===== config.mk =====
export PLATFORM = sky130hd
export DESIGN_NAME = wb_order_arbiter_flat
export DESIGN_NICKNAME = d
export VERILOG_FILES = /design/src/rtl/wb_order_arbiter_pkg.sv /design/src/rtl/wb_order_arbiter_if.sv /design/src/rtl/wb_order_match.sv /design/src/rtl/wb_order_arbiter.sv /design/src/flat_wrapper.sv
export SDC_FILE = /design/constraint.sdc
export NUM_CORES = 1
export LEC_CHECK = 0
export CELL_PAD_IN_SITES_DETAIL_PLACEMENT = 2
export CELL_PAD_IN_SITES_GLOBAL_PLACEMENT = 2
export CORE_MARGIN = 2
export CORE_UTILIZATION = 35
export DETAILED_ROUTE_END_ITERATION = 16
export PLACE_DENSITY_LB_ADDON = 0.15
export REMOVE_ABC_BUFFERS = 1
export SLEW_MARGIN = 40
export SYNTH_ARGS = -nofsm -noshare
export SYNTH_HDL_FRONTEND = slang
export SYNTH_SLANG_ARGS = --single-unit

===== constraint.sdc =====
create_clock -name clk -period 3.33 [get_ports clk]
set_input_delay 0.333 -clock clk [delete_from_list [all_inputs] [get_ports clk]]
set_output_delay 0.333 -clock clk [all_outputs]
set_load 0.05 [all_outputs]

===== src/rtl/wb_order_arbiter_pkg.sv =====
// Shared constants, unit-id type, write-back record and issue-counter stepping
// for the write-back order arbiter.
package wb_order_arbiter_pkg;

  localparam int NALU      = 3;
  localparam int CNT_W     = 4;
  localparam int CNT_FIRST = 0;
  localparam int CNT_LAST  = 15;
  localparam int DATA_W    = 32;
  localparam int REG_W     = 5;
  localparam int UNIT_W    = 3;
  localparam int NUM_UNITS = NALU + 1;
  localparam int IDX_W     = $clog2(NUM_UNITS);

  typedef logic [UNIT_W-1:0] unit_t;

  localparam unit_t NO_UNIT  = unit_t'(0);
  localparam unit_t MEM_UNIT = unit_t'(NALU + 1);

  typedef struct packed {
    unit_t             free;
    logic [REG_W-1:0]  wreg;
    logic [DATA_W-1:0] wdata;
  } wb_t;

  // CNT_FIRST is reserved, so the counter wraps from CNT_LAST straight to CNT_FIRST+1.
  function automatic logic [CNT_W-1:0] cnt_next(input logic [CNT_W-1:0] c);
    return (c == CNT_W'(CNT_LAST)) ? CNT_W'(CNT_FIRST + 1) : c + CNT_W'(1);
  endfunction

endpackage


===== src/rtl/wb_order_arbiter_if.sv =====
// Result-strobe, flush and write-back signals between the execution units,
// issue stage and the write-back order arbiter.
interface wb_order_arbiter_if;
  import wb_order_arbiter_pkg::*;

  logic                          i_flush;
  logic [CNT_W-1:0]              i_flush_cnt;
  logic [NUM_UNITS-1:0]          i_res_valid;
  logic [NUM_UNITS*CNT_W-1:0]    i_res_cnt;
  logic [NUM_UNITS*REG_W-1:0]    i_res_rd;
  logic [NUM_UNITS*DATA_W-1:0]   i_res_data;
  logic [NUM_UNITS-1:0]          o_res_ready;
  logic [REG_W-1:0]              o_wreg;
  logic [DATA_W-1:0]             o_wdata;
  unit_t                         o_free;
  logic                          o_err;

  modport master (
    output i_flush, i_flush_cnt, i_res_valid, i_res_cnt, i_res_rd, i_res_data,
    input  o_res_ready, o_wreg, o_wdata, o_free, o_err
  );

  modport slave (
    input  i_flush, i_flush_cnt, i_res_valid, i_res_cnt, i_res_rd, i_res_data,
    output o_res_ready, o_wreg, o_wdata, o_free, o_err
  );

endinterface


===== src/rtl/wb_order_match.sv =====
// Combinational selector: finds buffered slots whose cnt equals the expected
// issue counter; lowest index wins and multiple hits are flagged.
module wb_order_match
  import wb_order_arbiter_pkg::*;
(
  input  logic [NUM_UNITS-1:0]       i_full,
  input  logic [NUM_UNITS*CNT_W-1:0] i_cnts,
  input  logic [CNT_W-1:0]           i_expect,
  output logic [NUM_UNITS-1:0]       o_grant,
  output logic [IDX_W-1:0]           o_idx,
  output logic                       o_hit,
  output logic                       o_multi
);

  logic [NUM_UNITS-1:0] w_match;

  always_comb begin
    w_match = '0;
    for (int k = 0; k < NUM_UNITS; k++) begin
      w_match[k] = i_full[k] && (i_cnts[k*CNT_W +: CNT_W] == i_expect);
    end
  end

  // Scan high to low so the lowest matching index is the last one written.
  always_comb begin
    o_grant = '0;
    o_idx   = '0;
    for (int k = NUM_UNITS - 1; k >= 0; k--) begin
      if (w_match[k]) begin
        o_grant    = '0;
        o_grant[k] = 1'b1;
        o_idx      = IDX_W'(k);
      end
    end
    o_hit   = |w_match;
    o_multi = (w_match & (w_match - NUM_UNITS'(1))) != '0;
  end

endmodule


===== src/rtl/wb_order_arbiter.sv =====
// Buffers one finished result per execution unit and drains them onto the single
// ROB write-back port strictly in issue-counter order, one per cycle.
module wb_order_arbiter
  import wb_order_arbiter_pkg::*;
(
  input  logic               clk,
  input  logic               rst,
  wb_order_arbiter_if.slave  bus
);

  logic [NUM_UNITS-1:0]       r_full;
  logic [CNT_W-1:0]           r_cnt  [NUM_UNITS];
  logic [REG_W-1:0]           r_rd   [NUM_UNITS];
  logic [DATA_W-1:0]          r_data [NUM_UNITS];
  logic [CNT_W-1:0]           r_expect;
  logic [REG_W-1:0]           r_wreg;
  logic [DATA_W-1:0]          r_wdata;
  unit_t                      r_free;
  logic                       r_err;

  logic [NUM_UNITS*CNT_W-1:0] w_cnts;
  logic [NUM_UNITS-1:0]       w_grant;
  logic [IDX_W-1:0]           w_idx;
  logic                       w_hit;
  logic                       w_multi;
  logic [NUM_UNITS-1:0]       w_capture;

  always_comb begin
    w_cnts = '0;
    for (int k = 0; k < NUM_UNITS; k++) begin
      w_cnts[k*CNT_W +: CNT_W] = r_cnt[k];
    end
  end

  assign w_capture = bus.i_res_valid & ~r_full;

  wb_order_match u_match (
    .i_full   (r_full),
    .i_cnts   (w_cnts),
    .i_expect (r_expect),
    .o_grant  (w_grant),
    .o_idx    (w_idx),
    .o_hit    (w_hit),
    .o_multi  (w_multi)
  );

  always_ff @(posedge clk) begin
    if (rst) begin
      r_full   <= '0;
      r_expect <= CNT_W'(CNT_FIRST + 1);
      r_wreg   <= '0;
      r_wdata  <= '0;
      r_free   <= NO_UNIT;
      r_err    <= 1'b0;
    end else if (bus.i_flush) begin
      // Redirect: everything buffered is wrong-path, and so are same-cycle strobes.
      r_full   <= '0;
      r_expect <= bus.i_flush_cnt;
      r_wreg   <= '0;
      r_free   <= NO_UNIT;
    end else begin
      for (int k = 0; k < NUM_UNITS; k++) begin
        if (bus.i_res_valid[k]) begin
          if (r_full[k]) begin
            r_err <= 1'b1;
          end else begin
            r_cnt[k]  <= bus.i_res_cnt[k*CNT_W +: CNT_W];
            r_rd[k]   <= bus.i_res_rd[k*REG_W +: REG_W];
            r_data[k] <= bus.i_res_data[k*DATA_W +: DATA_W];
            if (bus.i_res_cnt[k*CNT_W +: CNT_W] == CNT_W'(CNT_FIRST)) begin
              r_err <= 1'b1;
            end
          end
        end
      end

      // A granted slot is full, so it cannot also be capturing this cycle.
      r_full <= (r_full | w_capture) & ~w_grant;

      if (w_hit) begin
        r_free   <= unit_t'(w_idx) + unit_t'(1);
        r_wreg   <= r_rd[w_idx];
        r_wdata  <= r_data[w_idx];
        r_expect <= cnt_next(r_expect);
        if (w_multi) begin
          r_err <= 1'b1;
        end
      end else begin
        r_free <= NO_UNIT;
        r_wreg <= '0;
      end
    end
  end

  assign bus.o_res_ready = ~r_full;
  assign bus.o_wreg      = r_wreg;
  assign bus.o_wdata     = r_wdata;
  assign bus.o_free      = r_free;
  assign bus.o_err       = r_err;

endmodule


===== src/flat_wrapper.sv =====
// flat-port wrapper written by rule: the top's interface ports become plain ports
module wb_order_arbiter_flat import wb_order_arbiter_pkg::*;
  (clk, rst, bus_i_flush, bus_i_flush_cnt, bus_i_res_valid, bus_i_res_cnt, bus_i_res_rd, bus_i_res_data, bus_o_res_ready, bus_o_wreg, bus_o_wdata, bus_o_free, bus_o_err);
  wb_order_arbiter_if bus_i ();
  input  logic clk;
  input  logic rst;
  input wire logic [$bits(bus_i.i_flush)-1:0] bus_i_flush;
  input wire logic [$bits(bus_i.i_flush_cnt)-1:0] bus_i_flush_cnt;
  input wire logic [$bits(bus_i.i_res_valid)-1:0] bus_i_res_valid;
  input wire logic [$bits(bus_i.i_res_cnt)-1:0] bus_i_res_cnt;
  input wire logic [$bits(bus_i.i_res_rd)-1:0] bus_i_res_rd;
  input wire logic [$bits(bus_i.i_res_data)-1:0] bus_i_res_data;
  output wire logic [$bits(bus_i.o_res_ready)-1:0] bus_o_res_ready;
  output wire logic [$bits(bus_i.o_wreg)-1:0] bus_o_wreg;
  output wire logic [$bits(bus_i.o_wdata)-1:0] bus_o_wdata;
  output wire logic [$bits(bus_i.o_free)-1:0] bus_o_free;
  output wire logic [$bits(bus_i.o_err)-1:0] bus_o_err;
  assign bus_i.i_flush = bus_i_flush;
  assign bus_i.i_flush_cnt = bus_i_flush_cnt;
  assign bus_i.i_res_valid = bus_i_res_valid;
  assign bus_i.i_res_cnt = bus_i_res_cnt;
  assign bus_i.i_res_rd = bus_i_res_rd;
  assign bus_i.i_res_data = bus_i_res_data;
  assign bus_o_res_ready = bus_i.o_res_ready;
  assign bus_o_wreg = bus_i.o_wreg;
  assign bus_o_wdata = bus_i.o_wdata;
  assign bus_o_free = bus_i.o_free;
  assign bus_o_err = bus_i.o_err;
  wb_order_arbiter u_core (.clk(clk), .rst(rst), .bus(bus_i));
endmodule

Word level (Yosys, flattened, before mapping)
Memories as Yosys holds them, arrays and structs flattened. A register that Yosys moved wholly into a read port is not among the register bits.
Index checks and enable logic that the tools add are counted.
Widths: inputs -> output; s select.
{ "word_totals": {"ff_bits": 12, "ramBits": 164, "elab_cells": 84, "n_memories": 3} }
{ "classes": {"add_sub_neg": 3, "eq_ne": 5, "mux": 47, "n_bitwise": 8, "reduce_logical": 14} }
{ "memory_table": {"columns": ["memory", "depth", "width", "read_ports", "rd_ports_with_merged_regs", "wr", "line_no", "rtl"], "rows": [
  ["u_core.r_data", 4, 32, 1, 1, 4, "wb_order_arbiter.sv:14", "logic [DATA_W-1:0] r_data [NUM_UNITS];"],
  ["u_core.r_rd", 4, 5, 1, 1, 4, "wb_order_arbiter.sv:13", "logic [REG_W-1:0] r_rd [NUM_UNITS];"],
  ["u_core.r_cnt", 4, 4, 4, 0, 4, "wb_order_arbiter.sv:12", "logic [CNT_W-1:0] r_cnt [NUM_UNITS];"]
]} }
{ "ops": {"columns": ["cell", "count"], "rows": [
  ["$mux 1", 36],
  ["$mux 4", 7],
  ["$eq 4x4->1", 4],
  ["$logic_not 4->1", 4],
  ["$and 4x4->4", 3],
  ["$mux 2", 4],
  ["$not 4->4", 2],
  ["$add 4x1->4 const B", 1],
  ["$eq 4x4->1 const B", 1],
  ["$logic_and 1x1->1", 4],
  ["$or 4x4->4", 1],
  ["$reduce_bool 4->1", 1],
  ["$reduce_or 4->1", 1],
  ["$sub 4x1->4 const B", 1],
  ["$add 2x1->3 const B", 1],
  ["$reduce_or 3->1", 1],
  ["$not 1->1", 2],
  ["$reduce_and 2->1", 1],
  ["$reduce_bool 2->1", 1],
  ["$reduce_or 2->1", 1]
]} }

Depth between registers and ports, before layout
Gate-level depths: netlist of run 1.
{ "depth": {"word_depth": 17, "ltp_mapped": 11} }

Hierarchy
A second synthesis of run 1 with hierarchy kept.
{ "hier_totals": {"cells_unflattened": 473, "area_unflattened_um2": 7950.1} }
{ "by_module_without_submodules": {"columns": ["mod", "n_inst", "cells_each", "area_per_inst_um2"], "rows": [
  ["wb_order_arbiter", 1, 429, 7632.3],
  ["wb_order_match", 1, 44, 317.8]
]} }

Worst setup path before layout of run 1
Ideal clock, no wire load.
{ "synth_path": {"path_type": "reg2reg", "from": "register u_core.r_full[0]", "to": "memory u_core.r_cnt[0][0], enable pin", "setup_ns": 0.403, "t_arrival_ns": 1.808, "t_required_ns": 2.927, "path_slack_ns": 1.120, "stages_incl_launch_ff": 3, "synth_period_minus_slack_ns": 2.210, "path_cell_list": "dfxtp_1 -> inv_1 -> and3_1"} }
{ "synth_rtl": {"columns": ["element", "line_no", "rtl"], "rows": [
  ["start: declaration", "wb_order_arbiter.sv:11", "logic [NUM_UNITS-1:0] r_full;"],
  ["start signal: assignment", "wb_order_arbiter.sv:78", "r_full <= (r_full | w_capture) & ~w_grant;"],
  ["end: declaration", "wb_order_arbiter.sv:12", null]
]} }

Worst setup path in the final report of run 1
{ "layout_path": {"from": "register u_core.r_expect[1]", "to": "register u_core.r_wdata[26] (netlist: u_core.bus.o_wdata[26]), read port of u_core.r_data"} }
{ "layout_via": {"elab_chain_len": 6} }
{ "layout_rtl": {"columns": ["element", "line_no", "rtl"], "rows": [
  ["start: declaration", "wb_order_arbiter.sv:15", "logic [CNT_W-1:0] r_expect;"],
  ["start signal: assignment", "wb_order_arbiter.sv:50", "r_expect <= CNT_W'(CNT_FIRST + 1);"],
  ["start signal: assignment", "wb_order_arbiter.sv:58", "r_expect <= bus.i_flush_cnt;"],
  ["start signal: assignment", "wb_order_arbiter.sv:84", "r_expect <= cnt_next(r_expect);"],
  ["$eq 4x4->1", "wb_order_match.sv:20", "w_match[k] = i_full[k] && (i_cnts[k*CNT_W +: CNT_W] == i_expect);"],
  ["$logic_and 1x1->1", "wb_order_match.sv:20", null],
  ["$mux 2 (4 in series)", "wb_order_match.sv:29", "if (w_match[k]) begin"],
  ["end: declaration", "wb_order_arbiter.sv:17", "logic [DATA_W-1:0] r_wdata;"]
]} }
Several ways; a longest one is shown, not always the timed one.
A chain may end at the register's enable or synchronous reset.

==> results_dict.tcl, run 1 <==
set metrics [dict create \
    slew_violations 0 \
    post-route-period-util_pct 85.68 \
    start_util_pct 35.36 \
    ant_nets 0 \
    critPathBufInv 1 \
    crit_path_start_kind "flip-flop" \
    syn_area_per_cell_sq_um 14.28 \
    synthesis.instances 576 \
    dr.pass1.iters 5 \
    gp_congestion 0.7874 \
    clock.fmax_mhz 350.5 \
    ys_seq_elements 213 \
    cts_setup_buffers 0 \
    wl_mm 28.82 \
    cts.path.max_buffers 3 \
    clock-root-buffer "clkbuf_16" \
    vdd_drop_max_mv 0.4061 \
    synth.distinct_cells 43 \
    p_total_mw 6.198 \
    cts_tree "done" \
    layout_commonest_cell "clkdlybuf4s50_1" \
    core_area_sq_mm 0.02326 \
    ys_warn_count 0 \
    clkTransAtPathRegs_ns 0.06 \
    fin_tns_setup_ns 0 \
    min_to "u_core.r_full[1]" \
    routed_via_density 5.218 \
    worstHoldStart "rst" \
    placed_cell_area_sq_mm 0.01081 \
    ys_top_cells_by_area "edfxtp_1 60%, dfxtp_1 12%, a221o_1 1.9%" \
    min_path_cells 5 \
    criticalPathCategory "flip-flop to flip-flop" \
    finalSetupViolCount 0 \
    r2r_start "u_core.r_expect[1]" \
    grt_pass1_wl_mm 42.48 \
    hold_violations 0 \
    fillCellCount 2222 \
    ys.flop_type "edfxtp_1" \
    hold_class "input pin to flip-flop" \
    netlist_area_sq_mm 0.008225 \
    yosysSeqAreaShare_pct 71.80 \
    power_density_mw_per_mm2 532.6 \
    worst_pin_slew_ns 0.7676 \
    drcViolationCount 0 \
    port-buffer-count 219 \
    ff2ff_setup_slack_ns 0.48 \
    fin_util_pct 50.03 \
    ys_async_sr_fraction_pct 0 \
    hpwlAfterDp_mm 19.11 \
    clock_latency_ns 0.53 \
    status "completed" \
    clock_skew_ns 0.02553 \
    synth.top_cell.area_share_pct 59.87 \
    numCtsBuffers 25 \
    required_ns 3.69 \
    grt_pass1_vias 6823 \
    final_net_count 978 \
    rows 56 \
    synth_edf_count 164 \
    die_width_microns 157.3 \
    critPathTopFamily "simple AND/OR/NAND/NOR gates" \
    area_growth_pct 41.48 \
    route.vias.total 5949 \
    crit_fanout 18 \
    die_y_microns 157.3 \
    ff2ff_path_depth 6 \
    synth_top_area_cell "edfxtp_1" \
    cp-end-kind "flip-flop" \
    first_iter_violations 289 \
    clock_sinks 213 \
    design.die.area_sq_mm 0.02474 \
    grt_max_degree 42 \
    ios 220 \
    crit_path_cell_trace "xor2_1 > nor2_4 > and2_1 > o41a_2 > buf_4 > a22oi_1" \
    postCtsHoldBufs 0 \
    maxCapViolCount 0 \
    cts_resized 0 \
    slowest_delay_ns 0.54 \
    design_area_sq_mm 0.01164 \
    final_cell_mix "218 x clkdlybuf4s50_1, 164 x edfxtp_1, 49 x dfxtp_1" \
    r2r_end "u_core.bus.o_wdata[26]" \
    leakagePower_nw 4.074 \
    grt_overflow_total 0 \
    slowest_stage "o41a_2" \
    fin_crit_ns 2.853 \
    antenna_found_initial 1 \
    cp.arrival_ns 3.22 \
    cp_num_cells 6 \
    htree_levels 1 \
    drive_gt1_share_pct 10.24 \
    grt_setup_unrepaired "no" \
    wl_per_cell_microns 25.28 \
    relSlewSlack_pct 48.70 \
    grtUsageTotal_pct 23.31 \
]
==> how the worst max path moves through the flow <==
stage | slack [ns] | end | from
floorplan | 0.41 | u_core.bus.o_free[1] | u_core.r_expect[2]
global placement | 0.30 | u_core.bus.o_wdata[24] | u_core.r_expect[1]
detailed placement | 0.48 | u_core.bus.o_wdata[23] | u_core.r_expect[0]
CTS | 0.47 | u_core.bus.o_wdata[25] | u_core.r_expect[0]
global route | 0.33 | u_core.bus.o_wdata[26] | u_core.r_expect[0]
finish | 0.48 | u_core.bus.o_wdata[26] | u_core.r_expect[1]
==> cell usage after synthesis, types with 11 or more instances <==
library cell,instances
a21oi_1,27
a221o_1,16
a311oi_1,16
buf_2,12
clkbuf_1,19
dfxtp_1,49
edfxtp_1,164
inv_1,26
nand2_1,29
nand2b_1,17
nand3b_1,17
nor2_1,32
nor3_1,18
o21ai_0,14
o221ai_1,15
o31ai_1,16
xor2_1,11
==> through the flow <==
stage               setup slack [ns]  hold WS (ns)  std cells
CTS                           0.4687        0.3126       1139
global route                  0.3285        0.3471       1140
global placement              0.3040        0.4706       1093
detailed placement            0.4821        0.4830       1093
floorplan                     0.4125        0.4051        536
finish                        0.4768        0.3144       1140
==> cells by family after synthesis <==
group	synth area share, %
buffers and inverters	3.833
DFF	71.80
muxes	0.3651
xor gates and xnor gates	1.704
AOI/OAI and AO/OA	12.67
and+or+nand+nor	9.325
adders and majority gates	0.3042
==> sequential cells by signal (all words and copies together) (netlist names), 3 cells and up <==
register	flops
u_core.r_rd	20
u_core.r_data	128
u_core.bus.o_wreg	5
u_core.r_full	4
u_core.bus.o_free	3
u_core.r_expect	4
u_core.r_cnt	16
u_core.bus.o_wdata	32
==> worst reg2reg max path, stage by stage, from the launching register on <==
cell,delay (ns)
dfxtp_1,0.52
xor2_1,0.16
nor2_4,0.44
and2_1,0.53
o41a_2,0.54
buf_4,0.36
a22oi_1,0.14
==> metal layers <==
metal  global-route usage (%)  part of all wire [%]  vias up
li1                         -                     -     2667
met1                    29.30                    41     3028
met2                    41.38                    51      218
met3                    4.488                   5.9       36
met4                    5.714                   2.1        0
met5                        0                     0        -
==> report_power, final <==
group          internal, mW  switching [mW]  total, mW
Clock                  1.62            1.09       2.70
Sequential             2.94          0.0399       2.98
Combinational         0.266           0.244      0.510
Total                  4.83            1.37       6.20
==> final cells by class <==
cell class                 instances  area [sq um]  area share (%)
sequential                       213          5906           50.75
timing repair buffer             238          2380           20.45
multi-input combinational        297          2029           17.44
clock buffer                      34         730.7           6.279
tap                              319         399.1           3.430
inverter                          26         97.59          0.8386
clock inverter                    12         92.59          0.7956
antenna                            1         2.502         0.02150
Note: power is estimated with default switching activity, not from simulation.
==> run 2: changes to the inputs <==
--- a/config.mk
+++ b/config.mk
@@ -10,6 +10,7 @@
 export CORE_MARGIN = 2
 export CORE_UTILIZATION = 35
 export DETAILED_ROUTE_END_ITERATION = 16
+export GPL_TIMING_DRIVEN = 0
 export PLACE_DENSITY_LB_ADDON = 0.15
 export REMOVE_ABC_BUFFERS = 1
 export SLEW_MARGIN = 40
==> run 2 against run 1 <==
Against the previous run:
- clock power is 7% lower
- worst setup slack worse by 0.32 ns
- sequential share of layout area is 0.065 points higher
- sequential power hardly changed
- non-clock buffer count is 8 lower
- highest routed layer unchanged
- critical endpoint unchanged
- combinational power is 0.8% higher
- register-to-register slack worse by 0.32 ns
- critical path type unchanged
- largest power group unchanged
==> results_dict.tcl, run 2 (synthesis gave the netlist of run 1 again) <==
set metrics [dict create \
    clkPwrFrac_pct 41.9 \
    comb_power_share_pct 8.5 \
    cts.path.max_buffers 3 \
    grt_pass1_vias 6715 \
    grt_max_degree 33 \
    leakagePower_nw 4.033 \
    swShare_pct 22.65 \
    top_usage_layer "met2" \
    wl_mm 29.08 \
    use_met2_pct 40.65 \
    wl_per_cell_microns 25.78 \
    port-buffer-count 219 \
    die_y_microns 157.3 \
    gp_congestion 0.7691 \
    layout_commonest_cell "clkdlybuf4s50_1" \
    status "completed" \
    met1_usage_pct 29.25 \
    grtUsageTotal_pct 23.27 \
    final_net_count 969 \
    ant_nets 0 \
    clock_skew_ns 0.01021 \
    core_area_sq_mm 0.02326 \
    power.share.sequential_pct 49.6 \
    drcViolationCount 0 \
    dp_slack_ns -0.3148 \
    slew_violations 0 \
    clock.fmax_mhz 314.8 \
    power_density_mw_per_mm2 517.8 \
    antenna_cells 0 \
    design_area_sq_mm 0.01162 \
    maxCapViolCount 0 \
    post-route-period-util_pct 95.39 \
    routed_via_density 5.293 \
    switchingPower_mw 1.363 \
    postCtsHoldBufs 0 \
    grt_overflow_total 0 \
    placed_cell_area_sq_mm 0.01087 \
    fin_tns_setup_ns 0 \
    cp.arrival_ns 3.59 \
    clock-root-buffer "clkbuf_16" \
    criticalPathCategory "flip-flop to flip-flop" \
    required_ns 3.74 \
    dr.pass1.iters 6 \
    largest_register "u_core.r_data" \
    cp-end-kind "flip-flop" \
    route.vias.total 5970 \
    hpwlAfterDp_mm 19.01 \
    hold_violations 0 \
    drive_gt1_share_pct 9.271 \
    p_int_mw 4.655 \
    die_width_microns 157.3 \
    grt_pass1_wl_mm 42.28 \
    largest_register_ffs 128 \
    worst_pin_slew_ns 0.7669 \
    crit_path_start_kind "flip-flop" \
    finalSetupViolCount 0 \
    rows 56 \
    clock_latency_ns 0.52 \
    numCtsBuffers 24 \
    grt_use_met3_pct 4.708 \
    relSlewSlack_pct 48.68 \
    first_iter_violations 329 \
    vdd_drop_max_mv 0.3037 \
    placed_cells_incl_taps 1085 \
    clkTransAtPathRegs_ns 0.06 \
    grt_setup_unrepaired "no" \
    cts_tree "done" \
    hold_class "input pin to flip-flop" \
    antenna_found_initial 0 \
    ios 220 \
    start_util_pct 35.36 \
    area_growth_pct 41.30 \
    final_cell_mix "217 x clkdlybuf4s50_1, 164 x edfxtp_1, 49 x dfxtp_1" \
    clock_sinks 213 \
    fin_crit_ns 3.176 \
    htree_levels 1 \
    crit_fanout 31 \
    cts_setup_buffers 0 \
    finalWorstSetupSlack_ns 0.1536 \
    final_cells 1128 \
    design.die.area_sq_mm 0.02474 \
]
run 2: power by group through the flow:
stage	combinational [mW]	sequential, mW	clock, mW
2_1_floorplan	0.128	3.07	0
3_3_place_gp	0.472	3.04	0
3_5_place_dp	0.514	3.04	0
4_1_cts	0.520	2.98	2.56
5_1_grt	0.546	2.99	2.66
6_report	0.514	2.98	2.52
run 2: timing repair:
action / in CTS / in global routing
endpoints found under the setup margin: 35 / 1
resized for setup: 3 / 0
gates cloned: 0 / 0
endpoints found under the hold margin: 0 / 0
pin swaps: 0 / 1
run 2: final timing paths:
kind | slack (ns) | from | cells past startpoint | end
worst max-delay path | 0.15 | u_core.r_expect[0] | 6 | u_core.bus.o_wdata[26]
worst min-delay path | 0.29 | rst | 2 | u_core.bus.o_wdata[17]
worst max register to register | 0.15 | u_core.r_expect[0] | 6 | u_core.bus.o_wdata[26]
worst min register to register | 0.48 | u_core.bus.o_wdata[5] | 2 | u_core.bus.o_wdata[5]
run 2: routing by layer:
layer  up-vias  part of all wire (%)
met5         -                     0
met4         0                   2.7
met3        48                   5.9
met2       211                    50
met1      3064                    41
li1       2647                     -
run 2: critical path, stage by stage, from the launching register on:
cell and delay (ns):
dfxtp_1 0.65, xor2_1 0.23, nor3_4 0.53, nand2_4 0.43
a31o_4 0.53, a221o_1 0.43, a22oi_1 0.25
run 2: metrics by stage:
step                      hold slack (ns)  power [mW]  utilization, %
after detailed placement           0.4675       3.554           46.72
after global routing               0.3013       6.196           49.96
after floorplan                    0.4051       3.195               -
after CTS                          0.2882       6.070           49.96
final                              0.2940       6.018           49.96
after global placement             0.4633       3.510           45.56
run 2: cell type report:
cell class	instances	area (sq um)
inverters	26	97.59
flip-flops and latches	213	5906
clock inverters	9	55.05
repair buffers	230	2397
well taps	319	399.1
fillers	2208	11640
clock buffers	34	689.4
multi-input cells	297	2078
